===== config.mk =====
export PLATFORM = sky130hd
export DESIGN_NAME = ext_irq_ctrl
export DESIGN_NICKNAME = d
export VERILOG_FILES = /design/src/rtl/ext_irq_ctrl.sv
export SDC_FILE = /design/constraint.sdc
export NUM_CORES = 1
export LEC_CHECK = 0
export CORE_MARGIN = 1.5
export CORE_UTILIZATION = 42
export CTS_CLUSTER_SIZE = 8
export DETAILED_ROUTE_END_ITERATION = 8
export HOLD_SLACK_MARGIN = 0.1
export PLACE_DENSITY = 0.93
export SYNTH_ARGS = -nofsm -noshare
export SYNTH_HDL_FRONTEND = slang
export SYNTH_SLANG_ARGS = --single-unit
export TNS_END_PERCENT = 30

===== constraint.sdc =====
create_clock -name clk -period 3.4 [get_ports clk]
set_clock_uncertainty 0.1 [all_clocks]
set_input_delay 0.51 -clock clk [delete_from_list [all_inputs] [get_ports clk]]
set_output_delay 0.51 -clock clk [all_outputs]
set_load 0.01 [all_outputs]

===== src/rtl/ext_irq_ctrl.sv =====
// ----------------------------------------------------------------------------
// ext_irq_ctrl
//
// External interrupt controller feeding the core's irq_req/irq_id pair.
// Peripheral lines are registered once, masked by a software enable register,
// and the lowest-index candidate is offered to the core as a single request.
// The request is held until the core acknowledges trap entry; the source then
// stays claimed (ACTIVE) until software writes its id to CLAIM/COMPLETE.
//
// Build option:
//   EXT_IRQ_EDGE_EN  undefined -> level mode, pending mirrors the registered lines
//                    defined   -> edge mode, rising edges are latched in pending
//                                 until the core acknowledges that source
//
// Ports:
//   clk          core clock
//   rst          synchronous reset, active-high
//   src_i        peripheral interrupt lines (synchronous to clk)
//   irq_req_o    interrupt request to the core
//   irq_id_o     id of the requested source, valid while irq_req_o=1
//   irq_ack_i    1-cycle pulse from the core when it takes the trap
//   reg_we_i     config write strobe
//   reg_re_i     config read strobe
//   reg_addr_i   byte address: 0x0 ENABLE, 0x4 PENDING (RO), 0x8 CLAIM/COMPLETE
//   reg_wdata_i  config write data
//   reg_rdata_o  config read data, one cycle after reg_re_i, held otherwise
// ----------------------------------------------------------------------------
module ext_irq_ctrl #(
    parameter int NUM_SRC = 8
) (
    input  logic               clk,
    input  logic               rst,
    input  logic [NUM_SRC-1:0] src_i,
    output logic               irq_req_o,
    output logic [7:0]         irq_id_o,
    input  logic               irq_ack_i,
    input  logic               reg_we_i,
    input  logic               reg_re_i,
    input  logic [3:0]         reg_addr_i,
    input  logic [31:0]        reg_wdata_i,
    output logic [31:0]        reg_rdata_o
);

    typedef enum logic [1:0] {
        IDLE   = 2'd0,
        REQ    = 2'd1,
        ACTIVE = 2'd2
    } state_t;

    localparam logic [3:0] ADDR_ENABLE   = 4'h0;
    localparam logic [3:0] ADDR_PENDING  = 4'h4;
    localparam logic [3:0] ADDR_CLAIM    = 4'h8;

    state_t             state_q, state_d;
    logic [7:0]         id_q, id_d;
    logic [NUM_SRC-1:0] src_q;
    logic [NUM_SRC-1:0] enable_q;
    logic [NUM_SRC-1:0] pending;
    logic [NUM_SRC-1:0] cand;
    logic [NUM_SRC-1:0] id_mask;
    logic               id_in_cand;
    logic               complete_hit;

    // Not every write-data bit is meaningful for every register.
    logic unused_wdata;
    assign unused_wdata = ^reg_wdata_i;

    // Lowest set index wins; scanning downward lets the last hit be the lowest.
    function automatic logic [7:0] lowest_idx(input logic [NUM_SRC-1:0] v);
        lowest_idx = 8'd0;
        for (int i = NUM_SRC - 1; i >= 0; i--) begin
            if (v[i]) lowest_idx = 8'(i);
        end
    endfunction

    // ---- input stage: one register on the peripheral lines ----
    always_ff @(posedge clk) begin
        if (rst) src_q <= '0;
        else     src_q <= src_i;
    end

    // ---- pending generation ----
`ifdef EXT_IRQ_EDGE_EN
    logic [NUM_SRC-1:0] src_q_d;
    logic [NUM_SRC-1:0] pending_q;
    logic [NUM_SRC-1:0] rise;
    logic [NUM_SRC-1:0] ack_clr;

    assign rise    = src_q & ~src_q_d;
    assign ack_clr = (state_q == REQ && irq_ack_i) ? id_mask : '0;

    // A new edge in the same cycle as the ack clear must not be lost, so the
    // set term is ORed in after the clear.
    always_ff @(posedge clk) begin
        if (rst) begin
            src_q_d   <= '0;
            pending_q <= '0;
        end else begin
            src_q_d   <= src_q;
            pending_q <= (pending_q & ~ack_clr) | rise;
        end
    end

    assign pending = pending_q;
`else
    assign pending = src_q;
`endif

    assign cand         = pending & enable_q;
    // Shift rather than bit-select so an 8-bit id can address any NUM_SRC.
    assign id_mask      = NUM_SRC'(1) << id_q;
    assign id_in_cand   = |(cand & id_mask);
    assign complete_hit = reg_we_i && (reg_addr_i == ADDR_CLAIM) &&
                          (reg_wdata_i[7:0] == id_q);

    // ---- enable register ----
    always_ff @(posedge clk) begin
        if (rst) enable_q <= '0;
        else if (reg_we_i && reg_addr_i == ADDR_ENABLE)
            enable_q <= reg_wdata_i[NUM_SRC-1:0];
    end

    // ---- request FSM ----
    always_ff @(posedge clk) begin
        if (rst) begin
            state_q <= IDLE;
            id_q    <= 8'd0;
        end else begin
            state_q <= state_d;
            id_q    <= id_d;
        end
    end

    always_comb begin
        state_d = state_q;
        id_d    = id_q;
        case (state_q)
            IDLE: begin
                if (|cand) begin
                    state_d = REQ;
                    id_d    = lowest_idx(cand);
                end
            end
            REQ: begin
                // Ack beats withdraw; a withdrawn request returns to IDLE and
                // only re-arbitrates on the following cycle.
                if (irq_ack_i)        state_d = ACTIVE;
                else if (!id_in_cand) state_d = IDLE;
            end
            ACTIVE: begin
                if (complete_hit) state_d = IDLE;
            end
            default: state_d = IDLE;
        endcase
    end

    assign irq_req_o = (state_q == REQ);
    assign irq_id_o  = id_q;

    // ---- register read port (sampled before any same-cycle write lands) ----
    always_ff @(posedge clk) begin
        if (rst) begin
            reg_rdata_o <= 32'd0;
        end else if (reg_re_i) begin
            case (reg_addr_i)
                ADDR_ENABLE:  reg_rdata_o <= 32'(enable_q);
                ADDR_PENDING: reg_rdata_o <= 32'(pending);
                ADDR_CLAIM:   reg_rdata_o <= {(state_q == ACTIVE), 23'd0, id_q};
                default:      reg_rdata_o <= 32'd0;
            endcase
        end
    end

endmodule


# After elaboration in Yosys (flattened, before gate mapping)
# Cells that the tools add are included.
op_classes:
  reduce_logical: 9
  n_mux: 14
  eq_ne: 8
  bitwise: 2
  n_shift: 1
ops:
  columns: ["cell", "n"]
  rows:
  - ["case mux 32 bit (3 select lines)", 1]
  - ["two-way mux 8 bit", 7]
  - ["bitwise AND 8 bit", 2]
  - ["OR reduction 8 bit", 2]
  - ["== test 8 bit", 1]
  - ["two-way mux 2 bit", 4]
  - ["<< shifter 1 x 8 -> 8 bit, first input constant", 1]
  - ["case mux 2 bit (3 select lines)", 1]
  - ["== test 4 x 3 -> 1 bit, second input constant", 1]
  - ["== test 4 bit, second input constant", 1]
  - ["logical NOT 4 bit", 1]
  - ["!= test 2 bit, second input constant", 2]
  - ["logical AND 1 bit", 3]
  - ["two-way mux 3 bit", 1]
  - ["!= test 3 bit, second input constant", 1]
  - ["AND reduction 3 bit", 1]
  - ["== test 2 x 1 -> 1 bit, second input constant", 1]
  - ["== test 2 bit, second input constant", 1]
  - ["logical NOT 2 bit", 1]
  - ["AND reduction 2 bit", 1]
totals:
  reg_bits: 58
  output_inout_bits: 41
  input_bits: 49
  wordCells: 39

# Logic depth before layout (Yosys ltp)
logic_depth:
  depth_word: 9
  mapped_depth: 5
  depth_no_buf: 4

# Worst setup path after synthesis
# No wires, ideal clock.
synth_path:
  path_kind: "input-to-reg"
  from: "in reg_addr_i[2]"
  to: "reg enable_q[2]"
  required_time_ps: 3171
  stages: 5
  path_slack_ps: 1946
  path_buffers: 1
  setup_time_ps: 129
  arrival_ps: 1226
  path_cell_list: "buf_4 -> nor2_1 -> nand3_2 -> mux2i_1 -> nor2_1"
synth_via:
  elab_chain_len: 2
synth_rtl:
  columns: ["element", "line", "source"]
  rows:
  - ["from (decl)", "39", "input logic [3:0] reg_addr_i,"]
  - ["logical NOT 4 bit", "119", "else if (reg_we_i && reg_addr_i == ADDR_ENABLE)"]
  - ["logical AND 1 bit", "119", null]
  - ["to (signal assigned)", "120", "enable_q <= reg_wdata_i[NUM_SRC-1:0];"]
  - ["to (decl)", "57", "logic [NUM_SRC-1:0] enable_q;"]
# No other way between the ends.
# A chain may end at the register's enable or synchronous reset.

# Final worst setup path
layout_path:
  from: "reg id_q[1] (netlist: irq_id_o[1])"
  to: "out irq_id_o[1]"
layout_rtl:
  columns: ["element", "line", "source"]
  rows:
  - ["from (decl)", "55", "logic [7:0] id_q, id_d;"]
  - ["from (signal assigned)", "130", "id_q <= id_d;"]
  - ["to (decl)", "35", "output logic [7:0] irq_id_o,"]
# No word-level cell between the ends.

==> metrics.cfg <==
[setup_path]
crit_path_max_fanout = 12
arrival_ns = 1.54
crit_start = irq_id_o[1]
criticalPathCategory = register to primary output
cpMaxStageDelayCell = clkdlybuf4s50_1
r2r-end = irq_id_o[0]
endpoint_kind = primary output
crit_path_cell_trace = clkdlybuf4s50_1
crit_cells = 1
rrSetupSlack_ns = 1.97
r2r-start = pending[0]
crit_path_end = irq_id_o[1]
start_kind = register
path_buf_inv = 1
critPathRequiredTime_ns = 2.79
reg2reg_depth = 3
crit_family = buffers and inverters
cp_slowest_stage_delay_ns = 0.64

[clock_network]
clk_path_buf_depth = 2
cts_sinks = 30
cts_buffers = 5
post_cts_resized = 0
post_cts_buffers = 0
htree_levels = 2
clk_pin_slew_ns = 0.06
root_buffer = clkbuf_8
cts_tree = done
clock_latency_ns = 0.28
cts_hold_buf = 0

[global_route]
grt_pass1_vias = 1253
grt_usage_pct = 17.81
grt_max_degree = 33
grt_pass1_wl_mm = 5.789
antenna_found_initial = 0
grt-ovfl-total = 0

[synthesis]
ys_seq_area_share_pct = 36.42
synthSimpleGateAreaFrac_pct = 20.64
syn_area_um2 = 1649
ys_ff_latch = 30
synth_cell_type_count = 34
synthAdderAreaFrac_pct = 0
synth_compound_area_share_pct = 15.71
synth_cells = 188
synth_top_area_share_pct = 36.42
synth_top_family_by_area = simple AND/OR/NAND/NOR gates
synth_top_area_cell = dfxtp_1
ys.warnings.count = 0
synth-xor-area-share_pct = 1.593
synth.area.top_cells = dfxtp_1, buf_4, mux2i_1
muxShareOfSynthArea_pct = 10.70
syn_avg_cell_area_um2 = 8.772

[floorplan]
dieWidth_um = 65.66
start_util_pct = 44.38
core_area_um2 = 3716
die_h_um = 65.66
rows = 22
boundaryPins = 90
die_area_um2 = 4311

[route]
drt_iter0_drc = 44
firstDrtPassIters = 4
routed_wl_mm = 3.451
drc_errors = 0
num_vias = 1364
routed_via_density = 4.960
wl_per_cell_um = 12.55
ant_nets = 0

[layout]
drive_above_1_share_pct = 6.608
fillers = 332
layout.nets = 275
seqCellArea_um2 = 600.6
instances_no_fill = 275
syn2layout_area_growth_pct = 23.75
num_antenna_cells = 0
final_util_pct = 54.92
multi_input_area_um2 = 907.1
fin_area_um2 = 2041

[sta]
final_max_slew_viol_count = 0
fmax_ghz = 0.4642
setup_viol = 0
hold_viol = 0
worst_pin_slew_ns = 0.6438
finalCriticalPeriod_ns = 2.154
rsz0062_at_grt = no
period_share_pct = 63.36
tns_ns = 0
maxSlewHeadroom_pct = 55.97
fin_ws_ns = 1.246

[place]
hpwl_mm = 2.668
place_ws_ns = 1.171
io_buffers = 37
gp_congestion = 0.9129
dp.cells = 267
placed_area_um2 = 1949

[min_path]
hold_class = register to register

[power_and_ir_drop]
seq_power_share_pct = 49.3
p_leak_nw = 0.8673
clkPwrFrac_pct = 39.1
intPower_w = 0.0005644
share_comb_of_total_power_pct = 11.6
ir_drop_uv = 352.3
swShare_pct = 24.64
p_switching_w = 0.0001845
p_per_area_nw_per_um2 = 367.0

[flow_run]
drv_cap = 0

[outcome]
status = complete, no violations

## state kept, by name (all words and copies together), names as in the netlist
signal and cells:
pending 8, state_q 2, enable_q 8, irq_id_o 3, reg_rdata_o 9
## kinds of logic after synthesis
kind of cell,count (synthesis)
and+or+nand+nor,67
AOI/OAI and AO/OA,35
buffers and inverters,35
DFF,30
muxes,17
xor gates and xnor gates,3
other,1
## per-stage QoR
step                      hold WS [ns]  total power [W]
after detailed placement        0.3870        0.0004625
after CTS                       0.4034        0.0007538
after global routing            0.4329        0.0007823
final                           0.3967        0.0007489
after global placement          0.3822        0.0004600
after floorplan                 0.4111        0.0004439
## power by group through the flow
stage | sequential [W] | clock [W] | combinational, W
2_1_floorplan | 0.000374 | 0 | 0.0000702
3_3_place_gp | 0.000376 | 0 | 0.0000842
3_5_place_dp | 0.000376 | 0 | 0.0000864
4_1_cts | 0.000369 | 0.000299 | 0.0000865
5_1_grt | 0.000370 | 0.000317 | 0.0000957
6_report | 0.000369 | 0.000293 | 0.0000867
## how the worst min path moves through the flow
stage               depth (start not counted)               to  slack [ns]             from
CTS                                         2  reg_rdata_o[31]        0.40  reg_rdata_o[31]
detailed placement                          2  reg_rdata_o[31]        0.39  reg_rdata_o[31]
global placement                            2  reg_rdata_o[31]        0.38  reg_rdata_o[31]
global route                                2  reg_rdata_o[31]        0.43  reg_rdata_o[31]
finish                                      2  reg_rdata_o[31]        0.40  reg_rdata_o[31]
floorplan                                   2      irq_id_o[0]        0.41      enable_q[1]
## worst register-to-register path: cells and delay by family (launching register included)
family	cells	cell delay, ns
DFF	1	0.33
AOI/OAI and AO/OA	2	0.78
and+or+nand+nor	1	0.14
## cell usage in the layout, fill, tap and decap left out, drive strengths merged, types with 3 or more instances in the layout
cell type / n
mux2: 5
nor2b: 18
mux2i: 12
nand2: 15
nor2: 21
conb: 28
a21oi: 15
o2bb2ai: 3
nand3: 4
clkbuf: 7
o211ai: 3
a22oi: 4
dfxtp: 30
a211oi: 3
clkdlybuf4s50: 37
xor2: 3
## routing by layer
| metal | vias up | wire, µm | track usage [%] |
|---|---|---|---|
| met5 | - | 0 | 0 |
| met4 | 0 | 92 | 9.635 |
| met3 | 10 | 212 | 5.651 |
| met2 | 61 | 1654 | 28.54 |
| met1 | 618 | 1491 | 20.99 |
| li1 | 675 | - | - |
## Yosys cell counts
cell and number:
inv_2 1, o32ai_2 1, a2111oi_0 1, nand3_1 3, o311ai_2 1, nand3b_1 1, xor2_1 3, nor4b_2 1
a211oi_1 3, buf_2 2, nand3_2 1, and3_1 2, nor4_1 2, o211ai_1 2, o21ai_0 1, dfxtp_1 30
conb_1 1, nor2_1 21, a211o_1 1, clkbuf_1 3, a22oi_1 3, nor2b_1 18, a21oi_1 15, a32o_1 1
o2bb2ai_1 3, and2b_1 1, buf_4 29, mux2i_1 12, mux2_1 5, a22oi_2 1, nand4_1 2, o211ai_2 1
a21boi_1 1, nand2_1 15
## final cells by class
cell class,instances,area share [%]
repair buffers,38,18.52
inverters,1,0.1839
clock buffers,7,4.231
flip-flops and latches,30,29.43
well taps,48,2.943
clock inverters,1,0.2452
multi-input cells,150,44.45
No activity file was read; power rests on OpenSTA's default activity.
